### config.mk
export PLATFORM = sky130hd
export DESIGN_NAME = rv_uart_tx_device
export DESIGN_NICKNAME = d
export VERILOG_FILES = /design/src/rtl/rv_uart_tx_device.sv
export SDC_FILE = /design/constraint.sdc
export NUM_CORES = 1
export LEC_CHECK = 0
export CORE_ASPECT_RATIO = 1.1
export CORE_UTILIZATION = 51
export DETAILED_ROUTE_END_ITERATION = 7
export GPL_TIMING_DRIVEN = 1
export PLACE_DENSITY = 0.88
export SLEW_MARGIN = 10
export SYNTH_ARGS = -nofsm -noshare
export SYNTH_HDL_FRONTEND = slang
export SYNTH_SLANG_ARGS = --single-unit
export TNS_END_PERCENT = 5
### constraint.sdc
create_clock -name clk -period 3.7 [get_ports clk]
set_input_delay 0.74 -clock clk [delete_from_list [all_inputs] [get_ports clk]]
set_output_delay 0.74 -clock clk [all_outputs]
set_load 0.05 [all_outputs]
### src/rtl/rv_uart_tx_device.sv
// Memory-mapped 8N1 UART transmitter: TXDATA stores feed a small byte FIFO,
// STATUS reports busy/full/overflow/occupancy on the same data bus.
module rv_uart_tx_device #(
    parameter int              XLEN         = 32,
    parameter logic [XLEN-1:0] BASE_ADDR    = 32'h0000_1000,
    parameter int              CLKS_PER_BIT = 434,
    parameter int              FIFO_DEPTH   = 4
) (
    input  logic              clk,
    input  logic              arstn,
    input  logic              data_req_i,
    input  logic              data_we_i,
    input  logic [XLEN/8-1:0] data_be_i,
    input  logic [XLEN-1:0]   data_addr_i,
    input  logic [XLEN-1:0]   data_wdata_i,
    output logic              data_rvalid_o,
    output logic [XLEN-1:0]   data_rdata_o,
    output logic              tx_o
);

    localparam int              AW          = $clog2(FIFO_DEPTH);
    localparam int              CW          = AW + 1;
    localparam int              BW          = (CLKS_PER_BIT > 1) ? $clog2(CLKS_PER_BIT) : 1;
    localparam logic [BW-1:0]   BAUD_LAST   = BW'(CLKS_PER_BIT - 1);
    localparam logic [CW-1:0]   CNT_FULL    = CW'(FIFO_DEPTH);
    localparam logic [XLEN-1:0] STATUS_ADDR = BASE_ADDR + XLEN'(4);

    typedef enum logic [1:0] {
        S_IDLE,
        S_START,
        S_DATA,
        S_STOP
    } state_e;

    state_e            state_q, state_d;
    logic [BW-1:0]     baud_q, baud_d;
    logic [2:0]        bit_q, bit_d;
    logic [7:0]        shift_q, shift_d;
    logic              tx_q, tx_d;
    logic [AW-1:0]     wptr_q, wptr_d;
    logic [AW-1:0]     rptr_q, rptr_d;
    logic [CW-1:0]     count_q, count_d;
    logic              ovf_q, ovf_d;
    logic              rvalid_q, rvalid_d;
    logic [XLEN-1:0]   rdata_q, rdata_d;
    logic [7:0]        mem_q [FIFO_DEPTH];
    logic [7:0]        mem_d [FIFO_DEPTH];

    logic              hit_tx, hit_st, hit;
    logic              push_req, push, pop, ovf_set;
    logic              fifo_full, fifo_empty, busy, baud_done;
    logic [XLEN-1:0]   status_word;
    logic              unused_bits;

    assign unused_bits = ^{data_be_i[XLEN/8-1:1], data_wdata_i[XLEN-1:8]};

    // Bus decode, FIFO bookkeeping and response generation
    always_comb begin
        hit_tx     = data_req_i && (data_addr_i == BASE_ADDR);
        hit_st     = data_req_i && (data_addr_i == STATUS_ADDR);
        hit        = hit_tx || hit_st;
        fifo_full  = (count_q == CNT_FULL);
        fifo_empty = (count_q == '0);
        push_req   = hit_tx && data_we_i && data_be_i[0];
        push       = push_req && !fifo_full;
        ovf_set    = push_req && fifo_full;
        busy       = (state_q != S_IDLE) || !fifo_empty;

        status_word      = '0;
        status_word[0]   = busy;
        status_word[1]   = fifo_full;
        status_word[2]   = ovf_q;
        status_word[5:3] = 3'(count_q);

        rvalid_d = hit;
        rdata_d  = (hit_st && !data_we_i) ? status_word : '0;

        // A fresh overflow outranks the read-to-clear
        ovf_d = ovf_q;
        if (ovf_set) begin
            ovf_d = 1'b1;
        end else if (hit_st && !data_we_i) begin
            ovf_d = 1'b0;
        end
    end

    // Serializer FSM; tx is registered so the line lags the state by one cycle
    always_comb begin
        state_d   = state_q;
        baud_d    = baud_q + BW'(1);
        bit_d     = bit_q;
        shift_d   = shift_q;
        tx_d      = 1'b1;
        pop       = 1'b0;
        baud_done = (baud_q == BAUD_LAST);

        case (state_q)
            S_IDLE: begin
                baud_d = '0;
                if (!fifo_empty) begin
                    pop     = 1'b1;
                    state_d = S_START;
                end
            end
            S_START: begin
                tx_d = 1'b0;
                if (baud_done) begin
                    baud_d  = '0;
                    bit_d   = '0;
                    state_d = S_DATA;
                end
            end
            S_DATA: begin
                tx_d = shift_q[0];
                if (baud_done) begin
                    baud_d  = '0;
                    shift_d = {1'b0, shift_q[7:1]};
                    if (bit_q == 3'd7) begin
                        state_d = S_STOP;
                    end else begin
                        bit_d = bit_q + 3'd1;
                    end
                end
            end
            S_STOP: begin
                tx_d = 1'b1;
                if (baud_done) begin
                    baud_d = '0;
                    if (!fifo_empty) begin
                        pop     = 1'b1;
                        state_d = S_START;
                    end else begin
                        state_d = S_IDLE;
                    end
                end
            end
            default: begin
                state_d = S_IDLE;
            end
        endcase

        if (pop) begin
            shift_d = mem_q[rptr_q];
        end
    end

    always_comb begin
        mem_d  = mem_q;
        wptr_d = wptr_q;
        rptr_d = rptr_q;
        if (push) begin
            mem_d[wptr_q] = data_wdata_i[7:0];
            wptr_d        = wptr_q + AW'(1);
        end
        if (pop) begin
            rptr_d = rptr_q + AW'(1);
        end
        case ({push, pop})
            2'b10:   count_d = count_q + CW'(1);
            2'b01:   count_d = count_q - CW'(1);
            default: count_d = count_q;
        endcase
    end

    always_ff @(posedge clk or negedge arstn) begin
        if (!arstn) begin
            state_q  <= S_IDLE;
            baud_q   <= '0;
            bit_q    <= '0;
            tx_q     <= 1'b1;
            wptr_q   <= '0;
            rptr_q   <= '0;
            count_q  <= '0;
            ovf_q    <= 1'b0;
            rvalid_q <= 1'b0;
            rdata_q  <= '0;
        end else begin
            state_q  <= state_d;
            baud_q   <= baud_d;
            bit_q    <= bit_d;
            tx_q     <= tx_d;
            wptr_q   <= wptr_d;
            rptr_q   <= rptr_d;
            count_q  <= count_d;
            ovf_q    <= ovf_d;
            rvalid_q <= rvalid_d;
            rdata_q  <= rdata_d;
        end
    end

    // Payload storage carries no reset; the pointers and count define validity
    always_ff @(posedge clk) begin
        mem_q   <= mem_d;
        shift_q <= shift_d;
    end

    assign data_rvalid_o = rvalid_q;
    assign data_rdata_o  = rdata_q;
    assign tx_o          = tx_q;

endmodule

==> results of run 1 <==
worst paths after layout:
| path | start | endpoint | slack [ps] | cells past startpoint |
|---|---|---|---|---|
| setup / recovery | data_addr_i[17] | count_q[2]$_DFFE_PN0P_ | 810 | 11 |
| hold / removal | ovf_q$_DFFE_PN0P_ | data_rdata_o[2]$_DFF_PN0_ | 500 | 1 |
| setup reg to reg | baud_q[1]$_DFF_PN0_ | count_q[2]$_DFFE_PN0P_ | 1270 | 11 |
| hold reg to reg | ovf_q$_DFFE_PN0P_ | data_rdata_o[2]$_DFF_PN0_ | 500 | 1 |
| max in group asynchronous | arstn | tx_o$_DFF_PN1_ | 2620 | 2 |
| min in group asynchronous | arstn | bit_q[2]$_DFFE_PN0P_ | 770 | 2 |
cell usage after synthesis, types with 2 or more instances:
master,number
and2_2,4
xor2_1,5
nor3_1,5
edfxtp_1,40
nand2_1,5
nor2b_1,3
nand2_2,2
nand3_1,5
ha_1,14
nor4_4,5
o21ai_0,5
a22o_1,3
nor2_1,15
buf_2,2
dfrtp_1,29
and2_1,6
mux2_2,7
nand4_1,3
nand2b_1,2
buf_4,26
inv_1,13
nor4b_1,3
nor4_2,3
xnor2_1,8
mux4_2,8
sequential cells by signal, indices dropped and copies added (netlist names):
register / cells
baud_q: 9
bit_q: 3
count_q: 3
data_rdata_o: 6
data_rvalid_o: 1
mem_q: 32
ovf_q: 1
rptr_q: 2
shift_q: 8
state_q: 2
tx_o: 1
wptr_q: 2
metal layers:
layer / part of all wire, % / routed length, um
met1: 38 / 2223
met2: 55 / 3237
met3: 4.0 / 235
met4: 2.7 / 161
met5: 0 / 0
cell type report:
class                      count  area [um^2]
inverter                      13        48.80
clock buffer                   9        123.9
timing repair buffer          54        535.5
clock inverter                 7        57.56
sequential                    70         1953
tap                           82        102.6
fill                         495         2429
multi-input combinational    158         1344
metrics by stage:
stage	power, mW	worst slack [ps]	cell area, um^2
2_1_floorplan	0.9256	1163	3570
3_3_place_gp	0.9652	564.9	3984
3_5_place_dp	0.9676	460.2	3984
4_1_cts	1.521	808.8	4165
5_1_grt	1.562	608.9	4165
6_report	1.510	811.8	4165
worst max-delay path, stage by stage:
cell             delay, ps
clkdlybuf4s50_1        420
nor4b_2                390
nand4_2                180
nor4_4                 450
inv_1                   90
ha_1                   240
inv_1                   80
fa_1                   170
xor2_1                 150
nor2_1                  60
xor2_1                 140
cells by family (layout without fill, tap and decap cells):
logic type / after synthesis / after routing
AO/OA/AOI/OAI: 16 / 16
XOR/XNOR: 13 / 13
adder cells (fa/ha/maj): 15 / 15
buffers and inverters: 44 / 83
flip-flops: 70 / 70
multiplexers: 18 / 18
other: 1 / 26
AND/OR/NAND/NOR: 70 / 70
power groups by stage:
stage | Clock [mW] | Combinational, mW | Sequential [mW]
final | 0.558 | 0.128 | 0.824
after global routing | 0.603 | 0.136 | 0.823
after CTS | 0.570 | 0.128 | 0.824
after detailed placement | 0 | 0.127 | 0.840
after global placement | 0 | 0.125 | 0.840
after floorplan | 0 | 0.0849 | 0.841
==> out/summary.txt, run 1 <==
===============================================================================================
Drt drc                                                                                       0
Worst hold margin                                                                      496.3 ps
Postcts setup bufs                                                                            0
Worst-Margin Slew                                                                      731.8 ps
Top-level port count                                                                        106
Global-route congestion overflow total                                                        0
Combinational Power Share                                                                  8.4%
Final period demand of the worst path                                                   2888 ps
Clock network fraction of design power                                                    37.0%
Status                                                                                completed
Mean cell area of the mapped netlist                                                 14.07 um^2
Setup TNS                                                                                  0 ps
Synth Register Bits                                                                          70
Die Height                                                                             88.59 um
Vias in the first global route                                                             2072
Ys flop type                                                                           edfxtp_1
X dimension of the die                                                                 80.72 um
Internal power                                                                         1.120 mW
Initial Util                                                                             52.71%
Number of H-tree branching levels                                                             3
Unrepaired setup endpoints after global routing                                              no
Unique cell type count in the Yosys netlist                                                  51
Critical path startpoint category                                                  primary input
Seq/Total Area, Yosys                                                                    56.19%
Worst clock skew                                                                       11.02 ps
Placement Rows                                                                               31
Average wire length per cell after detail routing                                      14.90 um
Clock Path Buffers                                                                            2
Static leakage                                                                         1.653 nW
Post-synthesis cell count                                                                   247
Top area cells in the synthesized netlist                                          edfxtp_1, dfrtp_1, buf_4
Overall via count from detail_route                                                        2063
Final core area utilization                                                              63.17%
Slew Limit Headroom                                                                      50.84%
Clock tree from TritonCTS                                                                  done
Core footprint                                                                     0.006594 mm^2
Count of yosys warnings during synthesis                                                      0
Cell at the root of the clock tree                                                     clkbuf_8
Per-cell via count in the routed design                                                   5.249
Area share of fa/ha/maj cells after synthesis                                            5.616%
Required time of the worst setup path                                                   3930 ps
1st-pass router iterations                                                                    4
Part of the cycle the worst path needs                                                   78.06%
Final weighted congestion in routability-driven placement                                0.7637
Fmax                                                                                 0.3462 GHz
Post-route ant nets                                                                           0
CTS hold repair buffers                                                                       0
Dpl hpwl                                                                                4155 um
Endpoints failing hold                                                                        0
Number of synthesized flops with an enable pin                                               40
Area added between synthesis and finish                                                  19.83%
Clock latency of the later-clocked register in the worst-skew pair                       360 ps
Count of input and output buffers                                                            52
Global routing met1 resource utilization                                                 21.51%
Yosys top cell area share                                                                34.56%
Wire length of the first global-routing pass                                            9591 um
Placed cells                                                                                377
Total track usage                                                                        18.57%
Final net count                                                                             393
Resized cells post-CTS                                                                        0
Worst hold path type                                                                 reg -> reg
Kind of critical path                                                                 in -> reg
Largest net degree at the start of global routing                                            31
Diode count                                                                                   0
Data arrival at the endpoint of the critical path                                       3120 ps
Final count of negative-setup-slack endpoints                                                 0
Routing usage on met2                                                                    31.74%
Compound-Gate Fraction of Synth Area                                                     3.492%
Xor-xnor portion of the synthesized cell area                                            3.276%
Busiest grt layer                                                                          met2
Initial antenna violation count                                                               0
Post-Synthesis Cell Area                                                           0.003476 mm^2
Share of total power consumed by net switching                                           25.81%
Critical path fanouts, max                                                                    7
TritonCTS Buffers                                                                             9
Part of the total power dissipated in sequential elements                                 54.6%
Proportion of synthesized area in mux cells                                              8.495%
Largest vdd supply drop                                                             0.0002467 V
Overall routed net length                                                               5857 um
Power density over cell area                                                       362.4 mW/mm^2
Main combinational cell family by area after synthesis                             simple AND/OR/NAND/NOR gates
Area enclosed by the die boundary                                                  0.007150 mm^2
Switching component of the power                                                      0.3897 mW
Commonest cells after routing, fill and taps aside                                 clkdlybuf4s50_1, edfxtp_1, dfrtp_1, conb_1, nor2_1
Final number of max-transition violations                                                     0
Clock input transition at the sequential cells of the worst setup and hold paths          70 ps
Share of async-settable or async-resettable flops after synthesis                        42.86%
Starting DRT DRC Count                                                                       84
Fraction of layout cells with a size suffix above 1                                      18.65%
Leading area contributor after synthesis                                               edfxtp_1
Met3 track utilization from global routing                                               3.711%
Simple-gate share of the synthesized area                                                14.97%
Most common cell after layout, fill and taps aside                                 clkdlybuf4s50_1
Max-Cap Viols                                                                                 0
Crit end category                                                                          flop
Non-Filler Instances                                                                        393
Total clock sinks                                                                            70
===============================================================================================
Note: power is estimated with default switching activity, not from simulation.
==> inputs of run 2 (changes only) <==
Settings changed: CORE_UTILIZATION 51 to 47, PLACE_DENSITY 0.88 to 0.82.
Clock period 3.7 ns to 2.8 ns, I/O delays scaled along.
==> out/summary.txt, run 2 (synthesis results as in run 1) <==
===============================================================================================
Status                                                                             finished with violations
Violated checks                                                                             DRC
Static leakage                                                                         1.688 nW   +2.1%
Part of the cycle the worst path needs                                                   88.95%
Clock input transition at the sequential cells of the worst setup and hold paths          70 ps   about the same
Drt drc                                                                                       4   +4
Area enclosed by the die boundary                                                  0.007744 mm^2   +8.3%
Most flops, register                                                                      mem_q
Largest net degree at the start of global routing                                            31   unchanged
Initial Util                                                                             49.05%   -3.7 points
Number of H-tree branching levels                                                             3   unchanged
Worst hold stages                                                                             2   +1
Worst hold path type                                                                 reg -> reg
Diode count                                                                                   0   unchanged
Final period demand of the worst path                                                   2491 ps
Cell at the root of the clock tree                                                     clkbuf_8
Placed cells                                                                                385   +2.1%
Commonest cells after routing, fill and taps aside                                 clkdlybuf4s50_1, edfxtp_1, dfrtp_1, conb_1, nor2_1
Global-route congestion overflow total                                                        0   unchanged
Kind of critical path                                                                 in -> reg
Per-cell via count in the routed design                                                   4.928   -6.1%
Clock tree from TritonCTS                                                                  done
Cell chain of the critical path                                                    clkdlybuf4s50_1 > nor4b_2 > nand4_2 > nor4_4 > inv_1 > ha_1 > inv_1 > fa_1 > mux2i_1
Top-level port count                                                                        106   unchanged
Wire length of the first global-routing pass                                            8790 um   -8.4%
Most common cell after layout, fill and taps aside                                 clkdlybuf4s50_1
Fill cell instance count of the final layout                                                523   +5.7%
Slew Limit Headroom                                                                      61.24%   +10 points
Initial antenna violation count                                                               0   unchanged
Fmax                                                                                 0.4015 GHz
Non-Filler Instances                                                                        401   +2.0%
Resized cells post-CTS                                                                        0   unchanged
CTS hold repair buffers                                                                       0   unchanged
Postcts setup bufs                                                                            0   unchanged
Area added between synthesis and finish                                                  21.92%
Endpoints failing hold                                                                        0   unchanged
Dominant cell type by count on the critical path                                          inv_1
Max-Cap Viols                                                                                 0   unchanged
Average wire length per cell after detail routing                                      13.52 um   -9.3%
Final net count                                                                             398   +1.3%
Largest registers                                                                  mem_q x32, baud_q x9, shift_q x8
Cell with the largest stage delay on the worst path                                        fa_1
Critical path startpoint category                                                  primary input
Power density over cell area                                                       498.7 mW/mm^2   +38%
Final number of max-transition violations                                                     0   unchanged
Clock Path Buffers                                                                            2   unchanged
Worst clock skew                                                                       9.291 ps   -1.725 ps
Sequential cell area                                                               0.001953 mm^2   unchanged
Required time of the worst setup path                                                   3050 ps   -880 ps
Data arrival at the endpoint of the critical path                                       2750 ps   -370 ps
X dimension of the die                                                                 84.00 um   +4.1%
Dpl hpwl                                                                                4032 um   -3.0%
Overall routed net length                                                               5421 um   -7.4%
Buf+Inv Stages, Crit Path                                                                     3   unchanged
Cell family contributing the most delay on the critical path                       simple AND/OR/NAND/NOR gates
Final core area utilization                                                              59.80%   -3.4 points
Clock latency of the later-clocked register in the worst-skew pair                       340 ps   -20 ps
Final weighted congestion in routability-driven placement                                0.7331   -4.0%
Slowest Stage Delay on Critical Path                                                     420 ps   -30 ps
TritonCTS Buffers                                                                             9   unchanged
Total track usage                                                                        15.05%   -3.5 points
Unrepaired setup endpoints after global routing                                              no
1st-pass router iterations                                                                    6   +2
Critical path fanouts, max                                                                    2   -5
Fraction of layout cells with a size suffix above 1                                      19.30%   +0.65 points
Register-to-Register Path Depth                                                              11   unchanged
Worst-Margin Slew                                                                      581.4 ps   -150.4 ps
Total clock sinks                                                                            70   unchanged
Count of input and output buffers                                                            52   unchanged
Starting DRT DRC Count                                                                       82   -2.4%
Placement Rows                                                                               32   +3.2%
Overall via count from detail_route                                                        1976   -4.2%
CP Depth                                                                                      9   -2
Die Height                                                                             92.20 um   +4.1%
Core footprint                                                                     0.007087 mm^2   +7.5%
Post-route ant nets                                                                           0   unchanged
Vias in the first global route                                                             1983   -4.3%
Area of the multi-input gates                                                      0.001344 mm^2   unchanged
Final count of negative-setup-slack endpoints                                                 0   unchanged
Largest vdd supply drop                                                             0.0005989 V   +140%
Max FFs per register                                                                         32   unchanged
Crit end category                                                                          flop
===============================================================================================
-- run 2: changes by cell type in the layout (fill, tap and decap cells not counted) --
cell | before | now
buf_4 | 2 | 7
bufinv_16 | 0 | 2
clkinv_1 | 0 | 2
clkinv_4 | 4 | 1
clkinvlp_4 | 0 | 1
inv_6 | 2 | 0
-- run 2: final timing paths --
kind / startpoint / to / slack [ps]
setup / recovery: data_addr_i[17] / count_q[1]$_DFFE_PN0P_ / 310
hold / removal: shift_q[0]$_DFFE_PP_ / tx_o$_DFF_PN1_ / 490
setup reg to reg: baud_q[1]$_DFF_PN0_ / count_q[2]$_DFFE_PN0P_ / 390
hold reg to reg: shift_q[0]$_DFFE_PP_ / tx_o$_DFF_PN1_ / 490
max in group asynchronous: arstn / tx_o$_DFF_PN1_ / 1890
min in group asynchronous: arstn / baud_q[7]$_DFF_PN0_ / 610
-- run 2: tightest hold or removal path, cell delays in order, from the launching register on --
cell      delay, ps
edfxtp_1        320
nand2_1          50
o21ai_0          80
-- run 2: stage by stage --
step	power [mW]	hold WS (ps)	setup slack, ps	setup TNS (ps)	area [um^2]
after floorplan	1.223	264.4	443.2	0	3570
final	2.113	486.6	309.5	0	4238
after CTS	2.127	488.5	307.0	0	4238
after global placement	1.276	465.9	48.26	0	4025
after global routing	2.179	514.7	101.1	0	4238
after detailed placement	1.278	479.1	-45.84	-87.18	4025
-- run 2: report_power, final --
part	switching [mW]	internal, mW
Clock	0.362	0.495
Combinational	0.107	0.0603
Sequential	0.000000000186	1.09
-- run 2: metal layers --
layer / vias up / share of wire (%) / global-route usage (%)
met5: - / 0 / 0
li1: 962 / - / -
met4: 0 / 1.6 / 6.034
met3: 7 / 3.9 / 4.320
met2: 49 / 53 / 26.50
met1: 958 / 41 / 17.22
-- run 2: area by class of cell --
cell class                 instances  area share, %
timing repair buffer              59          13.52
clock buffer                       9          2.923
inverter                          13          1.151
clock inverter                     7          2.096
multi-input combinational        158          31.71
sequential                        70          46.09
tap                               85          2.510
